===== src/rtl/mem_pkg.sv =====
// mem_pkg: shared state encoding and constants for the data-memory access unit
package mem_pkg;
    localparam int WORD_W        = 32;
    localparam int MEM_WORDS_DEF = 65536;
    typedef enum logic [2:0] {IDLE, RD, RD_TAIL, WR, DONE} state_t;
endpackage


===== src/rtl/mem_rd_pipe.sv =====
// mem_rd_pipe: load return stage, tracks the memory's registered read and captures the word
module mem_rd_pipe
    import mem_pkg::*;
(
    input  logic              clk,
    input  logic              rst_n,
    input  logic              i_issue,
    input  logic              i_last,
    input  logic [WORD_W-1:0] i_rdata,
    output logic              o_valid,
    output logic [WORD_W-1:0] o_data,
    output logic              o_last
);
    logic              r_pend;
    logic              r_pend_last;
    logic              r_valid;
    logic              r_last;
    logic [WORD_W-1:0] r_data;

    // first stage waits out the memory latency, second stage captures the returned word
    always_ff @(posedge clk or negedge rst_n) begin
        if (!rst_n) begin
            r_pend      <= 1'b0;
            r_pend_last <= 1'b0;
            r_valid     <= 1'b0;
            r_last      <= 1'b0;
            r_data      <= '0;
        end else begin
            r_pend      <= i_issue;
            r_pend_last <= i_issue & i_last;
            r_valid     <= r_pend;
            r_last      <= r_pend_last;
            if (r_pend)
                r_data <= i_rdata;
        end
    end

    assign o_valid = r_valid;
    assign o_data  = r_data;
    assign o_last  = r_last;
endmodule


===== src/rtl/mem_access_unit.sv =====
// mem_access_unit: single-master burst load/store initiator for the data memory port
module mem_access_unit
    import mem_pkg::*;
#(
    parameter int MEM_WORDS = MEM_WORDS_DEF,
    parameter int LEN_W     = 8
) (
    input  logic              clk,
    input  logic              rst_n,
    input  logic              cmd_valid,
    output logic              cmd_ready,
    input  logic              cmd_write,
    input  logic [31:0]       cmd_addr,
    input  logic [LEN_W-1:0]  cmd_len,
    input  logic              wr_valid,
    output logic              wr_ready,
    input  logic [WORD_W-1:0] wr_data,
    output logic              rd_valid,
    output logic [WORD_W-1:0] rd_data,
    output logic              rd_last,
    output logic              done,
    output logic              err,
    output logic              busy,
    output logic              mem_read,
    output logic              mem_write,
    output logic [31:0]       mem_addr,
    output logic [WORD_W-1:0] mem_wdata,
    input  logic [WORD_W-1:0] mem_rdata
);
    state_t            r_state;
    state_t            w_next;
    logic [31:0]       r_addr;
    logic [LEN_W-1:0]  r_rem;
    logic              r_err;
    logic [32:0]       w_end;
    logic              w_oor;
    logic              w_hs;
    logic              w_last_issue;

    assign w_end        = {1'b0, cmd_addr} + 33'(cmd_len) + 33'd1;
    assign w_oor        = w_end > 33'(MEM_WORDS);
    assign w_hs         = (r_state == WR) & wr_valid;
    assign w_last_issue = r_rem == '0;

    // state register
    always_ff @(posedge clk or negedge rst_n) begin
        if (!rst_n)
            r_state <= IDLE;
        else
            r_state <= w_next;
    end

    // next-state: reads stream without bubbles, writes advance only on handshake
    always_comb begin
        w_next = r_state;
        unique case (r_state)
            IDLE:    if (cmd_valid) w_next = w_oor ? DONE : (cmd_write ? WR : RD);
            RD:      if (r_rem == '0) w_next = RD_TAIL;
            RD_TAIL: w_next = DONE;
            WR:      if (w_hs && r_rem == '0) w_next = DONE;
            DONE:    w_next = IDLE;
            default: w_next = IDLE;
        endcase
    end

    // port decode straight from state so strobes drop the moment reset asserts
    always_comb begin
        cmd_ready = r_state == IDLE;
        busy      = r_state != IDLE;
        mem_read  = r_state == RD;
        wr_ready  = r_state == WR;
        mem_write = wr_ready & wr_valid;
        mem_addr  = (mem_read | wr_ready) ? r_addr : '0;
        mem_wdata = wr_ready ? wr_data : '0;
        done      = r_state == DONE;
        err       = done & r_err;
    end

    // command latch and per-word address/remaining-count advance
    always_ff @(posedge clk or negedge rst_n) begin
        if (!rst_n) begin
            r_addr <= '0;
            r_rem  <= '0;
            r_err  <= 1'b0;
        end else if (r_state == IDLE) begin
            if (cmd_valid) begin
                r_addr <= cmd_addr;
                r_rem  <= cmd_len;
                r_err  <= w_oor;
            end
        end else if (mem_read | w_hs) begin
            r_addr <= r_addr + 32'd1;
            if (r_rem != '0)
                r_rem <= r_rem - 1'b1;
        end
    end

    mem_rd_pipe u_rd_pipe (
        .clk     (clk),
        .rst_n   (rst_n),
        .i_issue (mem_read),
        .i_last  (w_last_issue),
        .i_rdata (mem_rdata),
        .o_valid (rd_valid),
        .o_data  (rd_data),
        .o_last  (rd_last)
    );
endmodule

===== config.mk =====
export PLATFORM = sky130hd
export DESIGN_NAME = mem_access_unit
export DESIGN_NICKNAME = d
export VERILOG_FILES = /design/src/rtl/mem_pkg.sv /design/src/rtl/mem_rd_pipe.sv /design/src/rtl/mem_access_unit.sv
export SDC_FILE = /design/constraint.sdc
export NUM_CORES = 1
export LEC_CHECK = 0
export BUFFER_PORTS_ARGS = -buffer_cell sky130_fd_sc_hd__buf_2
export CAP_MARGIN = 0
export CORE_MARGIN = 3
export CORE_UTILIZATION = 38
export CTS_BUF_LIST = sky130_fd_sc_hd__clkbuf_8
export CTS_CLUSTER_DIAMETER = 50
export CTS_CLUSTER_SIZE = 24
export DETAILED_ROUTE_END_ITERATION = 6
export PLACE_DENSITY = 0.7
export SLEW_MARGIN = 0
export SYNTH_ARGS = -nofsm -noshare
export SYNTH_HDL_FRONTEND = slang
export SYNTH_SLANG_ARGS = --single-unit

===== constraint.sdc =====
create_clock -name clk -period 3.77 [get_ports clk]
set_input_delay 0.377 -clock clk [delete_from_list [all_inputs] [get_ports clk]]
set_output_delay 0.377 -clock clk [all_outputs]
set_load 0.1 [all_outputs]

==> metrics.md, run 1 <==
| Metric | Value |
|---|---|
| Outcome | completed |
| Min-Delay Path Class | in2async |
| Drt via density | 5.60 |
| Area taken by multi-input logic gates | 3130 µm² |
| CTS tree | yes |
| Core area | 13500 µm² |
| Fin crit period | 3.05 ns |
| Max Cap Viol | 0 |
| Final hold vios | 0 |
| Gr busiest metal | met2 |
| Fin crit share | 81.0% |
| Slowest cell on the critical path | fa_1 |
| Most frequent cell after synthesis | dfrtp_1 |
| GRT met1 Usage | 32.2% |
| Register area | 2000 µm² |
| Largest area contributor in the netlist | dfrtp_1 |
| Chip height | 124 µm |
| CP arrival | 3.29 ns |
| Top post-synthesis cells by area | dfrtp_1, mux2_2, a21oi_1, and3_1, nor2_1 |
| F_max | 0.327 GHz |
| H-tree depth | 3 |
| Total CTS buffers | 9 |
| Filler Cell Count | 1372 |
| Input/output buffers | 213 |
| Crit-path max cell delay | 0.40 ns |
| Crit Path Category | in2reg |
| Die Span X | 124 µm |
| PwrDens | 634 nW/µm² |
| Reg2reg setup slack | 1.11 ns |
| Crit-path most repeated cell | inv_1 |
| VDD IR-drop max | 0.000351 V |
| RSZ-0062 raised after global routing | false |
| Worst path required time | 4.00 ns |
| First-pass GRT wire length | 27800 µm |
| P&R area growth vs syn | 27.5% |
| Max Slew Vio Count | 0 |
| Cell count after synthesis | 635 |
| Final std cells w/o fill | 1010 |
| Initial Utilization | 39.5% |
| Row count | 42 |
| Clock-pin slew on the worst setup and hold paths | 0.10 ns |
| Clock skew | 0.0208 ns |
| DRT Pass-1 Iters | 5 |
| Post-synthesis sequential area ratio | 37.6% |
| Hpwl dp | 13600 µm |
| Final Setup Violations | 0 |
| Post-Syn Area | 5320 µm² |
| Gr usage total | 22.2% |
| Syn Nets | 755 |
| DRC | 0 |
| Largest family of logic cells by synthesized area | simple AND/OR/NAND/NOR gates |
| Fin Setup TNS | 0 ns |
| Final WL | 17600 µm |
| Number of I/O pins | 214 |
| Yosys top cell area share | 37.6% |
| Crit path launch type | input port |
| Final core utilization | 50.4% |
| R2R depth | 9 |
| Diodes inserted | 0 |
| RePlAce Congestion | 0.958 |
| GR met2 Demand/Resource | 34.3% |
| Initial antenna violation count | 0 |
| Hold_ws | 0.0321 ns |
| WL/cell | 17.4 µm |
| GR Overflow Total | 0 |
| Global Route met3 Usage | 3.39% |
| Layout cell share with drive strength beyond 1 | 34.4% |
| Die area | 15500 µm² |
| Reg2reg end | r_addr[30] |
| Multiplexer share of the synthesized area | 7.60% |
| Commonest cells post-synth | dfrtp_1, a21oi_1, nor2_1 |
| Post-synthesis xor/xnor area fraction | 1.48% |
| CP endpoint kind | register |
| Slew HR | 55.4% |
| Static leakage | 3.36 nW |
| Vias in the first global route | 5156 |
| Post-synthesis async set-or-reset flop share | 100% |
| Yosys warnings | 0 |
| DR iter-0 viols | 389 |
| Layout net count | 949 |
| Vias after detailed routing | 5661 |
| R2r startpoint | r_addr[0] |
| Largest net degree at the start of global routing | 74 |
| Worst-Margin Slew | 0.668 ns |
| Worst skew pair latency | 0.38 ns |
| CP Max Fanout | 7 |
| Synth Area in Adders | 2.73% |
| Compound-Gate Fraction of Synth Area | 20.9% |
| EDFF count, synth | 0 |
| Post-cts repair resize count | 0 |
| Main synth FF type | dfrtp_1 |
| #FFs+latches synth | 80 |
| Clock Sinks | 80 |
| CTS Root Cell | clkbuf_8 |
| Avg Inst Size Synth | 8.38 µm² |
| CP Cell Sequence | buf_2 > inv_1 > ha_1 > inv_1 > fa_1 > a211o_1 > a211o_2 > a31o_1 > a222oi_1 > o2111ai_1 > o31a_1 > nor4b_4 > o32ai_1 |
| Synth unique cells | 60 |
| Synth Area in Simple Gates | 25.8% |
| Routed Antenna Nets | 0 |
| Post-CTS Setup Bufs | 0 |
| Clk buf depth | 2 |
| Post-Place Cells | 994 |
| Hold_buf cts | 0 |
==> worst max-delay path: cells and delay by family <==
| family | cells | cell delay [ns] |
|---|---|---|
| adder cells (fa/ha/maj) | 2 | 0.55 |
| buffers and inverters | 3 | 0.20 |
| AND/OR/NAND/NOR | 1 | 0.37 |
| AO/OA/AOI/OAI | 7 | 1.77 |
==> where the power goes <==
| part | internal [W] | leakage (nW) | switching [W] |
|---|---|---|---|
| Clock | 0.000402 | 0.119 | 0.000367 |
| Sequential | 0.00112 | 0.932 | 0.000189 |
| Combinational | 0.000450 | 2.31 | 0.00177 |
==> placed cells by master (no fill, tap or decap), types with 3 or more instances in the layout <==
cell and count:
inv_1 14, o22ai_1 17, o21a_1 4, a21oi_1 64, dfrtp_1 80, xor2_1 6
and3_1 48, o211ai_1 3, a21o_1 4, mux2_2 35, nor4_1 3, nand3_1 22
o31ai_1 5, clkbuf_8 10, nor2b_1 3, buf_4 11, o21ai_0 43, and4_1 3
and2_1 30, a22oi_1 3, nand2_1 48, nand4_1 12, xnor2_1 3, ha_1 10
nor2_1 57, buf_2 212, a2bb2oi_1 5, nand2b_1 5, a31oi_1 8, nor3_1 15
or3_1 3
==> final cells by class <==
type	instances	share of cell area, %
multi-input cells	500	46.1
flip-flops and latches	80	29.5
repair buffers	223	16.9
well taps	176	3.25
clock buffers	10	2.03
clock inverters	6	1.44
inverters	15	0.830
==> metrics by stage <==
step | area [µm²] | power [W] | setup slack [ns]
2_1_floorplan | 5320 | 0.00310 | 0.640
3_3_place_gp | 6550 | 0.00353 | 0.419
3_5_place_dp | 6550 | 0.00355 | 0.350
4_1_cts | 6780 | 0.00433 | 0.748
5_1_grt | 6780 | 0.00449 | 0.569
6_report | 6780 | 0.00430 | 0.715
==> kinds of logic after synthesis <==
family	count (synthesis)
adder cells (fa/ha/maj)	11
AND/OR/NAND/NOR	262
multiplexers	36
flip-flops	80
AO/OA/AOI/OAI	182
XOR/XNOR	9
buffers and inverters	55
==> registers in the layout, summed over array words and instances (netlist names) <==
| signal | flops |
|---|---|
| r_addr | 32 |
| r_err | 1 |
| r_rem | 8 |
| r_state | 3 |
| u_rd_pipe.o_data | 32 |
| u_rd_pipe.o_last | 1 |
| u_rd_pipe.o_valid | 1 |
| u_rd_pipe.r_pend | 1 |
| u_rd_pipe.r_pend_last | 1 |
==> metal layers <==
layer / part of all wire [%] / up-vias
met3: 8.0 / 15
met1: 46 / 2632
li1: - / 2727
met2: 44 / 287
met5: 0 / -
met4: 1.3 / 0
==> worst max-delay path by stage <==
stage | start | to | slack [ns]
2_1_floorplan | r_state[1] | err | 0.64
3_3_place_gp | cmd_addr[0] | r_state[2] | 0.42
3_5_place_dp | cmd_addr[0] | r_state[2] | 0.35
4_1_cts | cmd_addr[0] | r_state[2] | 0.75
5_1_grt | cmd_addr[0] | r_state[2] | 0.57
6_report | cmd_addr[0] | r_state[2] | 0.72
(Power assumes the default switching activity.)
==> run 2: changes to the inputs <==
==> constraint.sdc (replaced) <==
create_clock -name clk -period 3.1 [get_ports clk]
set_input_delay 0.31 -clock clk [delete_from_list [all_inputs] [get_ports clk]]
set_output_delay 0.31 -clock clk [all_outputs]
set_load 0.1 [all_outputs]
==> run 2 against run 1 <==
  * Sequential share of layout area about the same
  * Worst hold slack improved by 0.089 ns
  * Clock power decreased by 3.8%
  * Via count decreased by 0.74%
  * Wire length decreased by 1.2%
  * Register-to-register slack got worse by 0.45 ns
  * Critical path depth unchanged
  * Count of clock-buffer cells in the layout decreased by 1
  * Global-route usage decreased by 0.35 points
  * First-iteration DRC count increased by 31%
  * Critical path type unchanged
==> metrics.md, run 2 (synthesis results as in run 1) <==
| Metric | Value |
|---|---|
| Gr usage total | 21.8% (-0.35 points) |
| Static leakage | 3.37 nW (+0.34%) |
| Post-cts repair resize count | 0 (unchanged) |
| R2r startpoint | r_addr[0] |
| Clk buf depth | 2 (unchanged) |
| Post-CTS Setup Bufs | 0 (unchanged) |
| Worst path required time | 3.32 ns (-0.68 ns) |
| Internal Power | 0.00228 W (+16%) |
| DR iter-0 viols | 510 (+31%) |
| RePlAce Congestion | 0.924 (-3.5%) |
| CP endpoint kind | register |
| PwrDens | 741 nW/µm² (+17%) |
| Final WL | 17400 µm (-1.2%) |
| Drt via density | 5.53 (-1.4%) |
| Final Setup Violations | 0 (unchanged) |
| DRC | 0 (unchanged) |
| First-pass GRT wire length | 27500 µm (-1.2%) |
| Worst skew pair latency | 0.36 ns (-0.02 ns) |
| P&R area growth vs syn | 27.7% |
| Vias after detailed routing | 5619 (-0.74%) |
| CTS tree | yes |
| Core area | 13500 µm² (unchanged) |
| Switch Pwr | 0.00275 W (+18%) |
| Hpwl dp | 13600 µm (-0.50%) |
| Clock-pin slew on the worst setup and hold paths | 0.07 ns (-0.03 ns) |
| Max Slew Vio Count | 0 (unchanged) |
| Max Cap Viol | 0 (unchanged) |
| Clock skew | 0.0126 ns (-0.00812 ns) |
| Largest net degree at the start of global routing | 81 (+9.5%) |
| Fin crit share | 95.0% |
| Vias in the first global route | 5125 (-0.60%) |
| Reg power frac | 31.7% (+1.2 points) |
| Row count | 42 (unchanged) |
| DRT Pass-1 Iters | 5 (unchanged) |
| Clock power share | 14.7% (-3.2 points) |
| Sw Ratio | 54.6% (+0.61 points) |
| Reg2reg setup slack | 0.66 ns (-0.45 ns) |
| Number of I/O pins | 214 (unchanged) |
| Reg2reg end | r_addr[30] |
| Die area | 15500 µm² (unchanged) |
| Layout cell share with drive strength beyond 1 | 34.8% (+0.43 points) |
| Routed Antenna Nets | 0 (unchanged) |
| VDD IR-drop max | 0.000470 V (+34%) |
| Diodes inserted | 0 (unchanged) |
| Fin crit period | 2.95 ns |
| Most frequent cells in the layout | buf_2, dfrtp_1, a21oi_1, nor2_1 |
| Commonest non-fill, non-tap cell in the layout | buf_2 |
| Chip height | 124 µm (unchanged) |
| Hold_buf cts | 0 (unchanged) |
| Final std cells w/o fill | 1017 (+0.69%) |
| Clock Sinks | 80 (unchanged) |
| CP Max Fanout | 7 (unchanged) |
| R2R depth | 9 (unchanged) |
| RSZ-0062 raised after global routing | false |
| CTS Root Cell | clkbuf_8 |
| Initial Utilization | 39.5% (unchanged) |
| Die Span X | 124 µm (unchanged) |
| Layout net count | 957 (+0.84%) |
| H-tree depth | 3 (unchanged) |
| Initial antenna violation count | 1 (+1) |
| Min-Delay Path Class | in2async |
| Outcome | completed |
| Crit Path Category | in2reg |
| Crit path launch type | input port |
| Input/output buffers | 213 (unchanged) |
| Worst-Margin Slew | 1.04 ns (+0.372 ns) |
| Slowest cell on the critical path | fa_1 |
| Final hold vios | 0 (unchanged) |
| Slew HR | 30.6% (-25 points) |
| Total CTS buffers | 9 (unchanged) |
| WL/cell | 17.1 µm (-1.9%) |
| CP arrival | 3.16 ns (-0.13 ns) |
| Final core utilization | 50.5% (+0.084 points) |
| Post-Place Cells | 1002 (+0.80%) |
| F_max | 0.340 GHz |
| GR Overflow Total | 0 (unchanged) |
| Power share of the combinational group | 53.7% (+2.1 points) |
| Crit-path max cell delay | 0.37 ns (-0.03 ns) |
| CP Cell Sequence | buf_2 > inv_1 > ha_1 > inv_1 > fa_1 > a211o_1 > a211o_2 > a31o_1 > a222oi_1 > o2111ai_1 > o31a_1 > nor4b_4 > o32ai_1 |
| Crit-path most repeated cell | inv_1 |
[run 2: per-stage QoR]
step | hold WS (ns) | total power, W | setup slack (ns) | cell area, µm² | TNS (ns)
after floorplan | 0.0144 | 0.00377 | 0.0372 | 5320 | 0
after global placement | 0.344 | 0.00429 | -0.157 | 6610 | -0.530
after detailed placement | 0.344 | 0.00432 | -0.198 | 6610 | -0.697
after CTS | 0.147 | 0.00508 | 0.187 | 6790 | 0
after global routing | 0.168 | 0.00529 | 0.00613 | 6790 | 0
final | 0.121 | 0.00504 | 0.155 | 6790 | 0
[run 2: metal layers]
layer	vias to the layer above	GRT usage (%)	share of wire [%]
met1	2595	31.5	46
met5	-	0	0.040
met3	18	4.37	8.2
met2	273	33.7	45
li1	2731	-	-
met4	2	5.42	1.1
[run 2: power by group through the flow]
stage               clock network (W)  registers (W)  logic [W]
finish                       0.000740        0.00159    0.00270
global route                 0.000820        0.00165    0.00282
CTS                          0.000771        0.00159    0.00271
detailed placement                  0        0.00161    0.00271
global placement                    0        0.00160    0.00269
floorplan                           0        0.00315   0.000622
[run 2: worst max-delay path, delay by kind of cell]
family	cells	cell delay, ns
AOI/OAI and AO/OA	7	1.72
buffers and inverters	3	0.21
and+or+nand+nor	1	0.37
adders and majority gates	2	0.53
[run 2: how the worst max path moves through the flow]
stage                      from         end
finish              cmd_addr[0]  r_state[2]
global route        cmd_addr[0]  r_state[2]
CTS                 cmd_addr[0]  r_state[2]
detailed placement  cmd_addr[0]  r_state[2]
global placement    cmd_addr[0]  r_state[2]
floorplan            r_state[1]         err
[run 2: cell type report]
type / count / area (µm²)
clock inverter: 6 / 62.6
sequential: 80 / 2000
timing repair buffer: 231 / 1200
inverter: 15 / 56.3
multi-input combinational: 500 / 3130
clock buffer: 9 / 124
tap: 176 / 220
fill: 1335 / 6660
==> run 3: changes to the inputs <==
--- a/config.mk
+++ b/config.mk
@@ -5,15 +5,15 @@
 export SDC_FILE = /design/constraint.sdc
 export NUM_CORES = 1
 export LEC_CHECK = 0
+export ABC_AREA = 1
 export BUFFER_PORTS_ARGS = -buffer_cell sky130_fd_sc_hd__buf_2
 export CAP_MARGIN = 0
 export CORE_MARGIN = 3
 export CORE_UTILIZATION = 38
 export CTS_BUF_LIST = sky130_fd_sc_hd__clkbuf_8
-export CTS_CLUSTER_DIAMETER = 50
 export CTS_CLUSTER_SIZE = 24
 export DETAILED_ROUTE_END_ITERATION = 6
-export PLACE_DENSITY = 0.7
+export PLACE_DENSITY = 0.71
 export SLEW_MARGIN = 0
 export SYNTH_ARGS = -nofsm -noshare
 export SYNTH_HDL_FRONTEND = slang
==> run 3 against run 2 <==
  * Register-to-register slack better by 0.04 ns
  * Critical path depth down 7
  * Wire length up 9.2%
  * Via count up 15%
  * Die area up 16%
  * Clock power up 21%
  * Worst hold slack better by 0.0047 ns
  * Final area up 14%
  * Total power up 80%
  * First-iteration DRC count down 31%
  * Combinational power up 130%
  * Critical path type is now reg2out
==> metrics.md, run 3 <==
| Metric | Value |
|---|---|
| Finished Cell Area | 7720 µm² (+14%) |
| Worst Path Buf+Inv | 3 (unchanged) |
| Die area | 17900 µm² (+16%) |
| Input/output buffers | 213 (unchanged) |
| Fin crit period | 2.41 ns (-0.531 ns) |
| Fin crit share | 77.9% (-17 points) |
| Worst skew pair latency | 0.36 ns (about the same) |
| CP endpoint kind | output port |
| #FFs+latches synth | 80 (unchanged) |
| Initial antenna violation count | 0 (-1) |
| DRC | 0 (unchanged) |
| Clock-pin slew on the worst setup and hold paths | 0.08 ns (about the same) |
| Most frequent cell after synthesis | nand2_1 |
| Reg2reg end | r_addr[16] |
| Diodes inserted | 0 (unchanged) |
| Hold_buf cts | 0 (unchanged) |
| Main synth FF type | dfrtp_1 |
| CP Max Fanout | 33 (+26) |
| Gr usage total | 20.9% (-0.90 points) |
| DP Worst Slack | 0.595 ns (+0.793 ns) |
| Crit-path max cell delay | 0.52 ns (+0.15 ns) |
| Post-CTS Setup Bufs | 0 (unchanged) |
| Yosys top cell area share | 32.3% (-5.4 points) |
| PwrDens | 1180 nW/µm² (+59%) |
| Hold_ws | 0.126 ns (+0.00471 ns) |
| Max Slew Vio Count | 0 (unchanged) |
| Clock Sinks | 80 (unchanged) |
| WL/cell | 14.3 µm (-17%) |
| Outcome | completed |
| Slew HR | 31.8% (+1.2 points) |
| CP Cell Sequence | nand2_1 > nor2_2 > inv_2 > buf_4 > nor2_1 > buf_2 |
| Yosys warnings | 0 (unchanged) |
| Fin Setup TNS | 0 ns (unchanged) |
| Syn Nets | 1023 (+35%) |
| Core area | 15900 µm² (+19%) |
| Commonest non-fill, non-tap cell in the layout | buf_2 |
| Static leakage | 4.25 nW (+26%) |
| Chip height | 134 µm (+7.6%) |
| Register area | 2000 µm² (unchanged) |
| CP arrival | 2.10 ns (-1.06 ns) |
| Reg2reg setup slack | 0.70 ns (+0.04 ns) |
| Crit path launch type | register |
| Post-cts repair resize count | 0 (unchanged) |
| Slowest cell on the critical path | dfrtp_1 |
| Vias after detailed routing | 6457 (+15%) |
| Vias in the first global route | 5959 (+16%) |
| Synth unique cells | 44 (-27%) |
| EDFF count, synth | 0 (unchanged) |
| H-tree depth | 3 (unchanged) |
| Routed Antenna Nets | 0 (unchanged) |
| Min-Delay Path Class | in2async |
| F_max | 0.414 GHz (+22%) |
| Drt via density | 4.85 (-12%) |
| Layout net count | 1229 (+28%) |
| Max Cap Viol | 0 (unchanged) |
| Most frequent cells in the layout | buf_2, nand2_1, inv_1, nor2_1, dfrtp_1 |
| Critical path's top delay family | buffers and inverters |
| P&R area growth vs syn | 24.3% |
| RePlAce Congestion | 0.943 (+2.0%) |
| Top post-synthesis cells by area | dfrtp_1, nand2_1, inv_1, nor2_1, mux2_2 |
| Hpwl dp | 15400 µm (+14%) |
| Largest net degree at the start of global routing | 81 (unchanged) |
| VDD IR-drop max | 0.00120 V (+160%) |
| First-pass GRT wire length | 30200 µm (+9.7%) |
| DR iter-0 viols | 354 (-31%) |
| Cell count after synthesis | 903 (+42%) |
| Post-Syn Area | 6210 µm² (+17%) |
| Total CTS buffers | 9 (unchanged) |
| Initial Utilization | 38.9% (-0.60 points) |
| Avg Inst Size Synth | 6.87 µm² (-18%) |
| Worst path required time | 2.79 ns (-0.53 ns) |
| DRT Pass-1 Iters | 5 (unchanged) |
| Worst setup margin | 0.685 ns (+0.531 ns) |
| Post-synthesis async set-or-reset flop share | 100% (unchanged) |
| CTS Root Cell | clkbuf_8 |
| Crit Path Category | reg2out |
| Clock skew | 0.0136 ns (+0.000979 ns) |
| GR Overflow Total | 0 (unchanged) |
| Die Span X | 134 µm (+7.6%) |
| Area taken by multi-input logic gates | 3480 µm² (+11%) |
| Filler Cell Count | 1655 (+24%) |
| CTS tree | yes |
| Layout cell share with drive strength beyond 1 | 30.1% (-4.8 points) |
| Final WL | 19000 µm (+9.2%) |
| Clk buf depth | 2 (unchanged) |
| Worst-Margin Slew | 1.02 ns (-0.0177 ns) |
| Commonest cells post-synth | nand2_1, inv_1, nor2_1 |
| Largest area contributor in the netlist | dfrtp_1 |
| Final Setup Violations | 0 (unchanged) |
| R2R depth | 9 (unchanged) |
| Post-synthesis sequential area ratio | 32.3% (-5.4 points) |
| RSZ-0062 raised after global routing | false |
| Final hold vios | 0 (unchanged) |
| DP Area | 7490 µm² (+13%) |
| Number of I/O pins | 214 (unchanged) |
| R2r startpoint | r_state[0] |
| Row count | 46 (+9.5%) |
## run 3: changes by cell type after synthesis, moves of 16 or more
cell      before  now
nor2_1        58  124
nand3_1       22   51
nand2_1       48  182
xor2_1         6   26
a21oi_1       64   40
nand2_2        0   16
and2_1        30    2
inv_1         14  151
and3_1        48    0
clkbuf_1      35   16
## run 3: worst max path at each step
stage	from	end	slack, ns	depth (start not counted)
detailed placement	cmd_len[0]	r_state[1]	0.60	22
CTS	r_state[0]	mem_read	0.65	5
floorplan	r_state[2]	mem_wdata[10]	-0.29	6
global route	r_state[0]	r_addr[24]	0.34	10
finish	r_state[1]	mem_wdata[21]	0.69	6
global placement	cmd_addr[0]	r_state[1]	0.64	22
## run 3: area by class of cell
cell class | instances | area share (%)
Clock buffer | 9 | 1.60
Clock inverter | 7 | 1.41
Inverter | 162 | 7.88
Multi-Input combinational cell | 636 | 45.1
Sequential cell | 80 | 25.9
Tap cell | 216 | 3.50
Timing Repair Buffer | 220 | 14.5
## run 3: cell families after synthesis
group                    after synthesis  synth area share (%)
multiplexers                          32                  5.81
adder cells (fa/ha/maj)               11                  2.34
AND/OR/NAND/NOR                      446                  33.5
flip-flops                            80                  32.3
AO/OA/AOI/OAI                        119                  10.2
XOR/XNOR                              28                  4.19
buffers and inverters                187                  11.8
## run 3: metrics by stage
| stage | total power, W | utilization, % | std cells |
|---|---|---|---|
| final | 0.00908 | 48.4 | 1330 |
| after detailed placement | 0.00820 | 47.0 | 1314 |
| after global routing | 0.00965 | 48.4 | 1330 |
| after global placement | 0.00816 | 47.0 | 1314 |
| after CTS | 0.00912 | 48.4 | 1330 |
| after floorplan | 0.00710 | - | 903 |
## run 3: routing by layer
metal / GRT usage (%) / vias to the layer above / routed length (µm)
met5: 0 / - / 0
met1: 28.3 / 2915 / 8530
met3: 4.20 / 27 / 1450
met4: 6.11 / 0 / 313
met2: 34.2 / 249 / 8700
li1: - / 3266 / -
## run 3: power breakdown
part,internal [W],switching [W],total (W)
Sequential,0.00158,0.000348,0.00192
Clock,0.000472,0.000427,0.000899
Combinational,0.00128,0.00499,0.00626
Total,0.00332,0.00576,0.00908
